===== src/rtl/fp_align_pkg.sv =====
// Shared types, default widths and sizing helpers for the FP mantissa pre-alignment unit.
package fp_align_pkg;

   typedef enum logic [1:0] {ST_IDLE, ST_SHIFT, ST_DONE} state_e;

   localparam int MANT_W_DEF = 24;
   localparam int EXP_W_DEF  = 8;

   // Beyond this many shifts every mantissa bit, plus G and R, has left the register.
   function automatic int clamp_lim(input int mant_w);
      return mant_w + 2;
   endfunction

   function automatic int cnt_w(input int mant_w);
      return $clog2(mant_w + 3);
   endfunction

endpackage


===== src/rtl/fp_align_shifter_step.sv =====
// One right-shift step of the alignment register; the bit leaving R folds into sticky.
module align_shift_step #(
   parameter int W = 26
) (
   input  logic [W-1:0] sh_in,
   input  logic         sticky_in,
   output logic [W-1:0] sh_out,
   output logic         sticky_out
);

   assign sh_out     = {1'b0, sh_in[W-1:1]};
   assign sticky_out = sticky_in | sh_in[0];

endmodule


===== src/rtl/fp_align_shifter.sv =====
// Sequential pre-add alignment: pick the larger-exponent operand and right-shift the
// smaller mantissa one bit per clock, collecting guard/round/sticky.
module fp_align_shifter
   import fp_align_pkg::*;
#(
   parameter int MANT_W = MANT_W_DEF,
   parameter int EXP_W  = EXP_W_DEF
) (
   input  logic              clk,
   input  logic              rst,
   input  logic              start,
   input  logic [EXP_W-1:0]  exp_a,
   input  logic [EXP_W-1:0]  exp_b,
   input  logic [MANT_W-1:0] mant_a,
   input  logic [MANT_W-1:0] mant_b,
   output logic              busy,
   output logic              done,
   output logic              swapped,
   output logic [EXP_W-1:0]  exp_out,
   output logic [MANT_W-1:0] mant_big,
   output logic [MANT_W+2:0] mant_aligned
);

   localparam int SH_W  = MANT_W + 2;
   localparam int LIM   = clamp_lim(MANT_W);
   localparam int CNT_W = cnt_w(MANT_W);

   state_e            state_q, state_d;
   logic [CNT_W-1:0]  count_q, count_d;
   logic [SH_W-1:0]   sh_q, sh_d, sh_step;
   logic              sticky_q, sticky_d, sticky_step;
   logic              swapped_q, swapped_d;
   logic [EXP_W-1:0]  exp_q, exp_d;
   logic [MANT_W-1:0] big_q, big_d;
   logic              busy_q, busy_d;
   logic              done_q, done_d;

   logic              b_gt_a;
   logic [EXP_W-1:0]  diff;
   logic [CNT_W-1:0]  count_init;

   align_shift_step #(.W(SH_W)) u_step (
      .sh_in      (sh_q),
      .sticky_in  (sticky_q),
      .sh_out     (sh_step),
      .sticky_out (sticky_step)
   );

   // Ties keep A as the big operand so swapped only flags a strict B win.
   always_comb begin
      b_gt_a     = exp_b > exp_a;
      diff       = b_gt_a ? (exp_b - exp_a) : (exp_a - exp_b);
      count_init = (32'(diff) >= LIM) ? CNT_W'(LIM) : CNT_W'(diff);
   end

   always_comb begin
      state_d   = state_q;
      count_d   = count_q;
      sh_d      = sh_q;
      sticky_d  = sticky_q;
      swapped_d = swapped_q;
      exp_d     = exp_q;
      big_d     = big_q;
      case (state_q)
         ST_IDLE: begin
            if (start) begin
               swapped_d = b_gt_a;
               exp_d     = b_gt_a ? exp_b : exp_a;
               big_d     = b_gt_a ? mant_b : mant_a;
               sh_d      = {(b_gt_a ? mant_a : mant_b), 2'b00};
               sticky_d  = 1'b0;
               count_d   = count_init;
               state_d   = ST_SHIFT;
            end
         end
         ST_SHIFT: begin
            if (count_q != '0) begin
               sh_d     = sh_step;
               sticky_d = sticky_step;
               count_d  = count_q - CNT_W'(1);
            end else begin
               state_d = ST_DONE;
            end
         end
         ST_DONE:  state_d = ST_IDLE;
         default:  state_d = ST_IDLE;
      endcase
      busy_d = (state_d != ST_IDLE);
      done_d = (state_d == ST_DONE);
   end

   always_ff @(posedge clk or posedge rst) begin
      if (rst) begin
         state_q   <= ST_IDLE;
         count_q   <= '0;
         sh_q      <= '0;
         sticky_q  <= 1'b0;
         swapped_q <= 1'b0;
         exp_q     <= '0;
         big_q     <= '0;
         busy_q    <= 1'b0;
         done_q    <= 1'b0;
      end else begin
         state_q   <= state_d;
         count_q   <= count_d;
         sh_q      <= sh_d;
         sticky_q  <= sticky_d;
         swapped_q <= swapped_d;
         exp_q     <= exp_d;
         big_q     <= big_d;
         busy_q    <= busy_d;
         done_q    <= done_d;
      end
   end

   assign busy         = busy_q;
   assign done         = done_q;
   assign swapped      = swapped_q;
   assign exp_out      = exp_q;
   assign mant_big     = big_q;
   assign mant_aligned = {sh_q, sticky_q};

endmodule


===== config.mk =====
export PLATFORM = sky130hd
export DESIGN_NAME = fp_align_shifter
export DESIGN_NICKNAME = d
export VERILOG_FILES = /design/src/rtl/fp_align_pkg.sv /design/src/rtl/fp_align_shifter_step.sv /design/src/rtl/fp_align_shifter.sv
export SDC_FILE = /design/constraint.sdc
export NUM_CORES = 1
export LEC_CHECK = 0
export ABC_AREA = 0
export BUFFER_PORTS_ARGS = -buffer_cell sky130_fd_sc_hd__clkbuf_2
export CORE_MARGIN = 4
export CORE_UTILIZATION = 48
export CTS_CLUSTER_DIAMETER = 50
export CTS_CLUSTER_SIZE = 8
export DETAILED_ROUTE_END_ITERATION = 8
export PLACE_DENSITY = 0.77
export SKIP_CTS_REPAIR_TIMING = 1
export SYNTH_ARGS = -nofsm -noshare
export SYNTH_HDL_FRONTEND = slang
export SYNTH_HIERARCHICAL = 1
export SYNTH_SLANG_ARGS = --single-unit

===== constraint.sdc =====
create_clock -name clk -period 2.5 [get_ports clk]
set_input_delay 0.75 -clock clk [delete_from_list [all_inputs] [get_ports clk]]
set_output_delay 0.75 -clock clk [all_outputs]
set_load 0.005 [all_outputs]

==> summary.md, run 1 <==
| Metric | Value |
|---|---|
| Outcome | finished, violations left |
| Failing checks | setup timing |
| Ant diodes | 0 |
| Crit path launch type | input port |
| Period utilisation layout | 1.10 |
| Clock skew | 9.75 ps |
| DR iter-0 viols | around 210 |
| CTS max path bufs | 2 |
| 1st-pass router iterations | 5 |
| Internal power | approximately 3.7 mW |
| Area grow syn2layout | 33.8% |
| Final slew viol count | 0 |
| Max_slew headroom | 0.623 |
| Worst setup margin | -258 ps |
| Syn Inst Count | 503 |
| Clock slew at reported path FFs | approximately 80 ps |
| Post-synth cell types | between 60 and 70 |
| Share of flip-flops with an asynchronous set or reset | 1.00 |
| Drt via density | ~5.3 |
| Required time of the critical path | roughly 2800 ps |
| Wire per inst | around 16 um |
| Min-Delay Path Class | in2async |
| Clock sink count | 69 |
| CP Capture Type | register |
| Area contributors post-synth | dfrtp_1, mux2i_1, nor2_1, a21oi_1, buf_4 |
| Mean Syn Cell Area | between 9 and 10 um2 |
| Cell Rows | 35 |
| Final global-route overflow total | 0 |
| Combinational Power Share | 0.508 |
| CP Data Arrival Time | just over 3000 ps |
| Vias in the first global route | around 4000 |
| Leakage | 3.17 nW |
| Die height | 106 um |
| DRC | 0 |
| All-Layer GR Usage | 0.207 |
| Routed Antenna Nets | 0 |
| Cell count after placement | 773 |
| CTS tree | done |
| Initial core utilization | 0.496 |
| Place WS | -588 ps |
| Hpwl dp | 9.16 mm |
| Clock root buffer | clkbuf_8 |
| Post-synthesis register bit count | 69 |
| Final WL | between 10 and 15 mm |
| Sw Ratio | 0.396 |
| PD cells | between 900 and 1000 mW/mm2 |
| Ys flop type | dfrtp_1 |
| Critical path class | in2reg |
| Clock share of power | 0.149 |
| Routability cong. | 0.844 |
| RSZ-0062 raised after global routing | yes |
| Die area | 0.0113 mm2 |
| EDFF count, synth | 0 |
| Seq pwr share | 0.343 |
| First-pass GRT wire length | between 15 and 20 mm |
| H-tree depth reported by CTS | 3 |
| Flop2flop setup slack | about 210 ps |
| YS warnings | 6 |
| Max-Cap Viols | 0 |
| Slew @ Worst Pin | approximately 560 ps |
| Max VDD drop | between 0.5 and 0.6 mV |
| Ports | 129 |
| Critical path peak fanout | 3 |
| Final hold vios | 0 |
| Chip width | roughly 110 um |
| Fmax | 0.363 GHz |
| Nets | 754 |
| Cell accounting for the most synthesized area | dfrtp_1 |
| Num CTS Buffers | 9 |
| Layout cells sized above 1 | 0.411 |
| Clk Latency, worst-skew pair | 340 ps |
| Final setup vio count | 49 |
| Initial antenna violation count | 0 |
| Final Non-Filler Cells | roughly 800 |
| Fin crit period | between 2000 and 3000 ps |
| Net Count, Synth | a little under 600 |
| Sequential share of the synthesized area | 0.373 |
| Number of I/O port buffers | 128 |
| Core area | roughly 0.0093 mm2 |
| Sw Pwr | around 2.4 mW |
| Share of the synthesized area in the top cell type | 0.373 |
| Post-Syn Area | ~0.0046 mm2 |
| Pin count of the biggest net entering global routing | 63 |
| Via count | approximately 4200 |
==> flip-flops by register name, summed over array words and instances (netlist names) <==
register	flops
busy	1
count_q	5
done	1
exp_out	8
mant_big	24
sh_q	26
state_q	2
sticky_q	1
swapped	1
==> placed cells by master (no fill, tap or decap), types with 2 or more instances in the layout <==
cell / netlist / routed
ha_1: 17 / 10
a21oi_1: 54 / 51
ha_4: 0 / 6
buf_4: 36 / 75
a211oi_1: 26 / 25
fa_2: 0 / 2
xor2_1: 3 / 3
nand2_1: 15 / 14
clkinv_2: 0 / 2
mux2i_1: 53 / 49
buf_6: 1 / 7
dfrtp_1: 69 / 69
nor2_1: 79 / 77
clkinvlp_4: 0 / 2
inv_2: 1 / 6
buf_12: 0 / 3
o211a_1: 2 / 2
a21oi_4: 0 / 3
nand3_4: 3 / 4
o21ai_0: 10 / 10
o211ai_1: 2 / 2
nor2b_1: 2 / 2
clkbuf_2: 0 / 126
mux2i_2: 0 / 4
nand3_1: 3 / 3
nand4_1: 2 / 2
nor3_1: 6 / 5
inv_1: 27 / 21
a211oi_2: 1 / 2
clkbuf_8: 0 / 9
a21o_1: 27 / 27
nand2_2: 1 / 2
nand3b_1: 3 / 3
==> cells in the mapped netlist (2+ instances only) <==
| cell type | number |
|---|---|
| mux2i_1 | 53 |
| inv_1 | 27 |
| clkbuf_1 | 19 |
| a21o_1 | 27 |
| dfrtp_1 | 69 |
| nand2b_1 | 2 |
| nand3_1 | 3 |
| nand3b_1 | 3 |
| a211oi_1 | 26 |
| nand4_1 | 2 |
| a2111oi_0 | 2 |
| nand3_4 | 3 |
| xor2_1 | 3 |
| a21oi_1 | 54 |
| o211a_1 | 2 |
| nand2_1 | 15 |
| buf_4 | 36 |
| nor3_1 | 6 |
| buf_2 | 2 |
| nor2b_1 | 2 |
| o21ba_2 | 2 |
| ha_1 | 17 |
| fa_1 | 2 |
| o211ai_1 | 2 |
| nor2_1 | 79 |
| o21ai_0 | 10 |
==> per-stage QoR <==
stage | setup TNS, ps | hold WS [ps] | total power [mW] | utilization | cell area [um2]
2_1_floorplan | -1030 | 465 | 4.24 | - | 4730
3_3_place_gp | -25320 | 476 | 4.94 | 0.610 | 5690
3_5_place_dp | -29900 | 490 | 5.08 | 0.610 | 5690
4_1_cts | -7780 | 456 | 6.01 | 0.630 | 5870
5_1_grt | -7570 | 466 | 6.59 | 0.663 | 6190
6_report | -3810 | 447 | 6.09 | 0.663 | 6190
==> worst paths after layout <==
kind / cells after the start / from / to
max: 11 / exp_a[7] / count_q[2]
min: 2 / rst / exp_out[0]
max reg2reg: 8 / count_q[0] / count_q[2]
min reg2reg: 1 / sh_q[13] / sh_q[13]
max in group asynchronous: 3 / rst / sh_q[23]
min in group clk: 1 / sh_q[13] / sh_q[13]
==> per-layer routing <==
| layer | global-route usage | vias to the layer above | part of all wire |
|---|---|---|---|
| met5 | 0 | - | 0 |
| met4 | 0.0675 | 0 | 0.025 |
| met3 | 0.0389 | 30 | 0.070 |
| met2 | 0.348 | 160 | 0.48 |
| met1 | 0.267 | 1964 | 0.42 |
| li1 | - | 2087 | - |
==> critical path: stages <==
cell       delay [ps]
clkbuf_2           90
inv_1              40
ha_1              340
nor2b_1           190
o31ai_2           210
o2111ai_1         150
a2111oi_1         480
nand4_1           230
buf_4             200
a21bo_1           180
o211ai_2          170
==> power groups by stage <==
stage	sequential (mW)	combinational, mW	clock (mW)
2_1_floorplan	2.09	2.15	0
5_1_grt	2.17	3.44	0.979
4_1_cts	2.09	2.99	0.931
3_3_place_gp	2.07	2.87	0
6_report	2.09	3.09	0.908
3_5_place_dp	2.10	2.98	0
==> kinds of logic after synthesis <==
| kind of cell | after synthesis | synth area share |
|---|---|---|
| adders and majority gates | 19 | 0.0547 |
| and+or+nand+nor | 127 | 0.136 |
| muxes | 53 | 0.115 |
| xor gates and xnor gates | 4 | 0.00758 |
| other | 1 | 0.000811 |
| DFF | 69 | 0.373 |
| buffers and inverters | 86 | 0.101 |
| AOI/OAI and AO/OA | 144 | 0.212 |
==> cell type report <==
type | count | area (um2)
Tap cell | 129 | 161
Fill cell | 730 | 3140
Timing Repair Buffer | 211 | 1330
Clock buffer | 9 | 124
Inverter | 28 | 118
Multi-Input combinational cell | 349 | 2660
Clock inverter | 6 | 63.8
Sequential cell | 69 | 1730
(Power assumes the default switching activity.)
==> run 2: changes to the inputs <==
--- a/config.mk
+++ b/config.mk
@@ -8,11 +8,11 @@
 export ABC_AREA = 0
 export BUFFER_PORTS_ARGS = -buffer_cell sky130_fd_sc_hd__clkbuf_2
 export CORE_MARGIN = 4
-export CORE_UTILIZATION = 48
+export CORE_UTILIZATION = 57
 export CTS_CLUSTER_DIAMETER = 50
 export CTS_CLUSTER_SIZE = 8
 export DETAILED_ROUTE_END_ITERATION = 8
-export PLACE_DENSITY = 0.77
+export PLACE_DENSITY = 0.86
 export SKIP_CTS_REPAIR_TIMING = 1
 export SYNTH_ARGS = -nofsm -noshare
 export SYNTH_HDL_FRONTEND = slang
==> constraint.sdc (replaced) <==
create_clock -name clk -period 3.35 [get_ports clk]
set_input_delay 1.005 -clock clk [delete_from_list [all_inputs] [get_ports clk]]
set_output_delay 1.005 -clock clk [all_outputs]
set_load 0.005 [all_outputs]
==> summary.md, run 2 (synthesis gave the netlist of run 1 again) <==
| Metric | Value |
|---|---|
| Outcome | finished, final reports clean (was finished, violations left) |
| CTS tree | done (unchanged) |
| Final setup vio count | 0 (was 49) |
| Most common cell after layout, fill and taps aside | clkbuf_2 (unchanged) |
| 1st-pass router iterations | 4 (was 5) |
| First-pass GRT wire length | 18.7 mm (was 19.2 mm) |
| Routability cong. | 0.965 (was 0.844) |
| DRC | 0 (unchanged) |
| Worst Reg2Reg Path Length in Cells | 8 (unchanged) |
| Hpwl dp | 8.50 mm (was 9.16 mm) |
| Clock skew | 15.3 ps (was 9.75 ps) |
| Commonest non-fill, non-tap cells in the layout | clkbuf_2, nor2_1, dfrtp_1 (was clkbuf_2, nor2_1, buf_4) |
| Area grow syn2layout | 17.5% (was 33.8%) |
| Period utilisation layout | 0.967 |
| Ant diodes | 0 (unchanged) |
| Initial antenna violation count | 0 (unchanged) |
| Clock root buffer | clkbuf_8 (unchanged) |
| Vias in the first global route | 3991 (was 4115) |
| Fin crit period | ~3200 ps |
| Core area | 0.00781 mm2 (was 0.00933 mm2) |
| Slowest stage delay, CP | 580 ps (was 480 ps) |
| Max_slew headroom | 0.360 (was 0.623) |
| Die area | 0.00962 mm2 (was 0.0113 mm2) |
| DP Area | 0.00525 mm2 (was 0.00569 mm2) |
| H-tree depth reported by CTS | 3 (unchanged) |
| Number of flip-flops in the largest register | 26 (unchanged) |
| DR iter-0 viols | 181 (was 206) |
| Nets | 695 (was 754) |
| Chip width | 98.1 um (was 106 um) |
| Final slew viol count | 0 (unchanged) |
| Routed Antenna Nets | 0 (unchanged) |
| Required time of the critical path | 3610 ps (was 2760 ps) |
| Worst setup margin | 112 ps (was -258 ps) |
| Die height | 98.1 um (was 106 um) |
| CP Capture Type | register (unchanged) |
| Num CTS Buffers | 9 (unchanged) |
| Max VDD drop | 0.465 mV (was 0.559 mV) |
| Worst path cell trace | clkbuf_2 -> inv_1 -> ha_1 -> buf_4 -> a21o_1 -> o31ai_2 -> o2111ai_1 -> a2111oi_0 -> nand4_1 -> a21bo_1 -> o211ai_2 (was clkbuf_2 -> inv_1 -> ha_1 -> nor2b_1 -> o31ai_2 -> o2111ai_1 -> a2111oi_1 -> nand4_1 -> buf_4 -> a21bo_1 -> o211ai_2) |
| Clock slew at reported path FFs | 70 ps (was 80 ps) |
| Cell Rows | 32 (was 35) |
| WHS | 500 ps (was 447 ps) |
| PD cells | 800 mW/mm2 (was 984 mW/mm2) |
| Final core occ | 0.696 (was 0.663) |
| Hold Path Stages | 1 |
| CP Data Arrival Time | 3500 ps (was 3020 ps) |
| Critical path peak fanout | 7 (was 3) |
| Wire per inst | 15.7 um (was 15.6 um) |
| Critical path class | in2reg (unchanged) |
| Final global-route overflow total | 0 (unchanged) |
| CTS max path bufs | 2 (unchanged) |
| Slowest-stage cell, CP | a2111oi_0 (was a2111oi_1) |
| Pin count of the biggest net entering global routing | 66 (was 63) |
| Final WL | 11.2 mm (was 12.5 mm) |
| Place WS | -67.2 ps (was -588 ps) |
| Clk Latency, worst-skew pair | 350 ps (was 340 ps) |
| Final hold vios | 0 (unchanged) |
| Layout cells sized above 1 | 0.308 (was 0.411) |
| Fmax | between 0.3 and 0.4 GHz |
| All-Layer GR Usage | 0.235 (was 0.207) |
| RSZ-0062 raised after global routing | no (was yes) |
| Total power | 4.35 mW (was 6.09 mW) |
| Crit path launch type | input port (unchanged) |
| Drt via density | 5.56 (was 5.29) |
| Number of I/O port buffers | 128 (unchanged) |
| Leakage | 2.85 nW (was 3.17 nW) |
| Via count | 3978 (was 4241) |
| Slew @ Worst Pin | 960 ps (was 564 ps) |
| Initial core utilization | 0.592 (was 0.496) |
| Min-Delay Path Class | reg2reg (was in2async) |
| Clock sink count | 69 (unchanged) |
| Max-Cap Viols | 0 (unchanged) |
| Most flops, register | sh_q (unchanged) |
| Ports | 129 (unchanged) |
| Final instance area | 0.00543 mm2 (was 0.00619 mm2) |
==> run 2: cell count changes in the layout (fill, tap and decap cells not counted), moves of 3 or more <==
cell and change:
inv_2 -4, buf_4 -51, ha_1 +7, inv_1 +5, a21oi_1 +3, mux2i_1 +4, buf_6 -7, ha_4 -6
mux2i_2 -4, a21oi_4 -3
==> run 2: metrics by stage <==
step / setup TNS [ps] / instances
after detailed placement: -76.4 / 700
after global routing: 0 / 715
after floorplan: 0 / 503
after global placement: 0 / 700
after CTS: 0 / 715
final: 0 / 715
==> run 2: power breakdown <==
group          total (mW)  leakage (nW)  switching, mW  internal, mW
combinational        2.12          1.97           1.12         0.997
sequential           1.56         0.789          0.292          1.27
clock               0.669        0.0915          0.329         0.339
total                4.35          2.85           1.74          2.61
==> run 2: metal layers <==
layer | track usage | wire, um | vias to the layer above
li1 | - | - | 1964
met1 | 0.297 | 4810 | 1846
met2 | 0.393 | 5360 | 144
met3 | 0.0557 | 753 | 24
met4 | 0.0852 | 276 | 0
met5 | 0 | 0 | -
==> run 2: cell type report <==
class	count	area [um2]
fillers	614	2370
clock buffers	9	124
inverters	28	105
well taps	102	128
repair buffers	153	841
clock inverters	6	63.8
flip-flops and latches	69	1730
multi-input cells	348	2450
==> run 2: worst paths after layout <==
| check | startpoint | end | slack (ps) |
|---|---|---|---|
| worst max-delay path | exp_a[5] | count_q[2] | 110 |
| worst min-delay path | sh_q[4] | sh_q[4] | 500 |
| worst max register to register | count_q[0] | count_q[2] | 870 |
| worst min register to register | sh_q[4] | sh_q[4] | 500 |
| max in group asynchronous | rst | mant_big[21] | 1890 |
| min in group asynchronous | rst | mant_big[17] | 710 |
==> run 2: worst max-delay path, delay by kind of cell <==
family | cells | cell delay [ps]
AO/OA/AOI/OAI | 6 | 1460
adder cells (fa/ha/maj) | 1 | 370
buffers and inverters | 3 | 330
AND/OR/NAND/NOR | 1 | 330
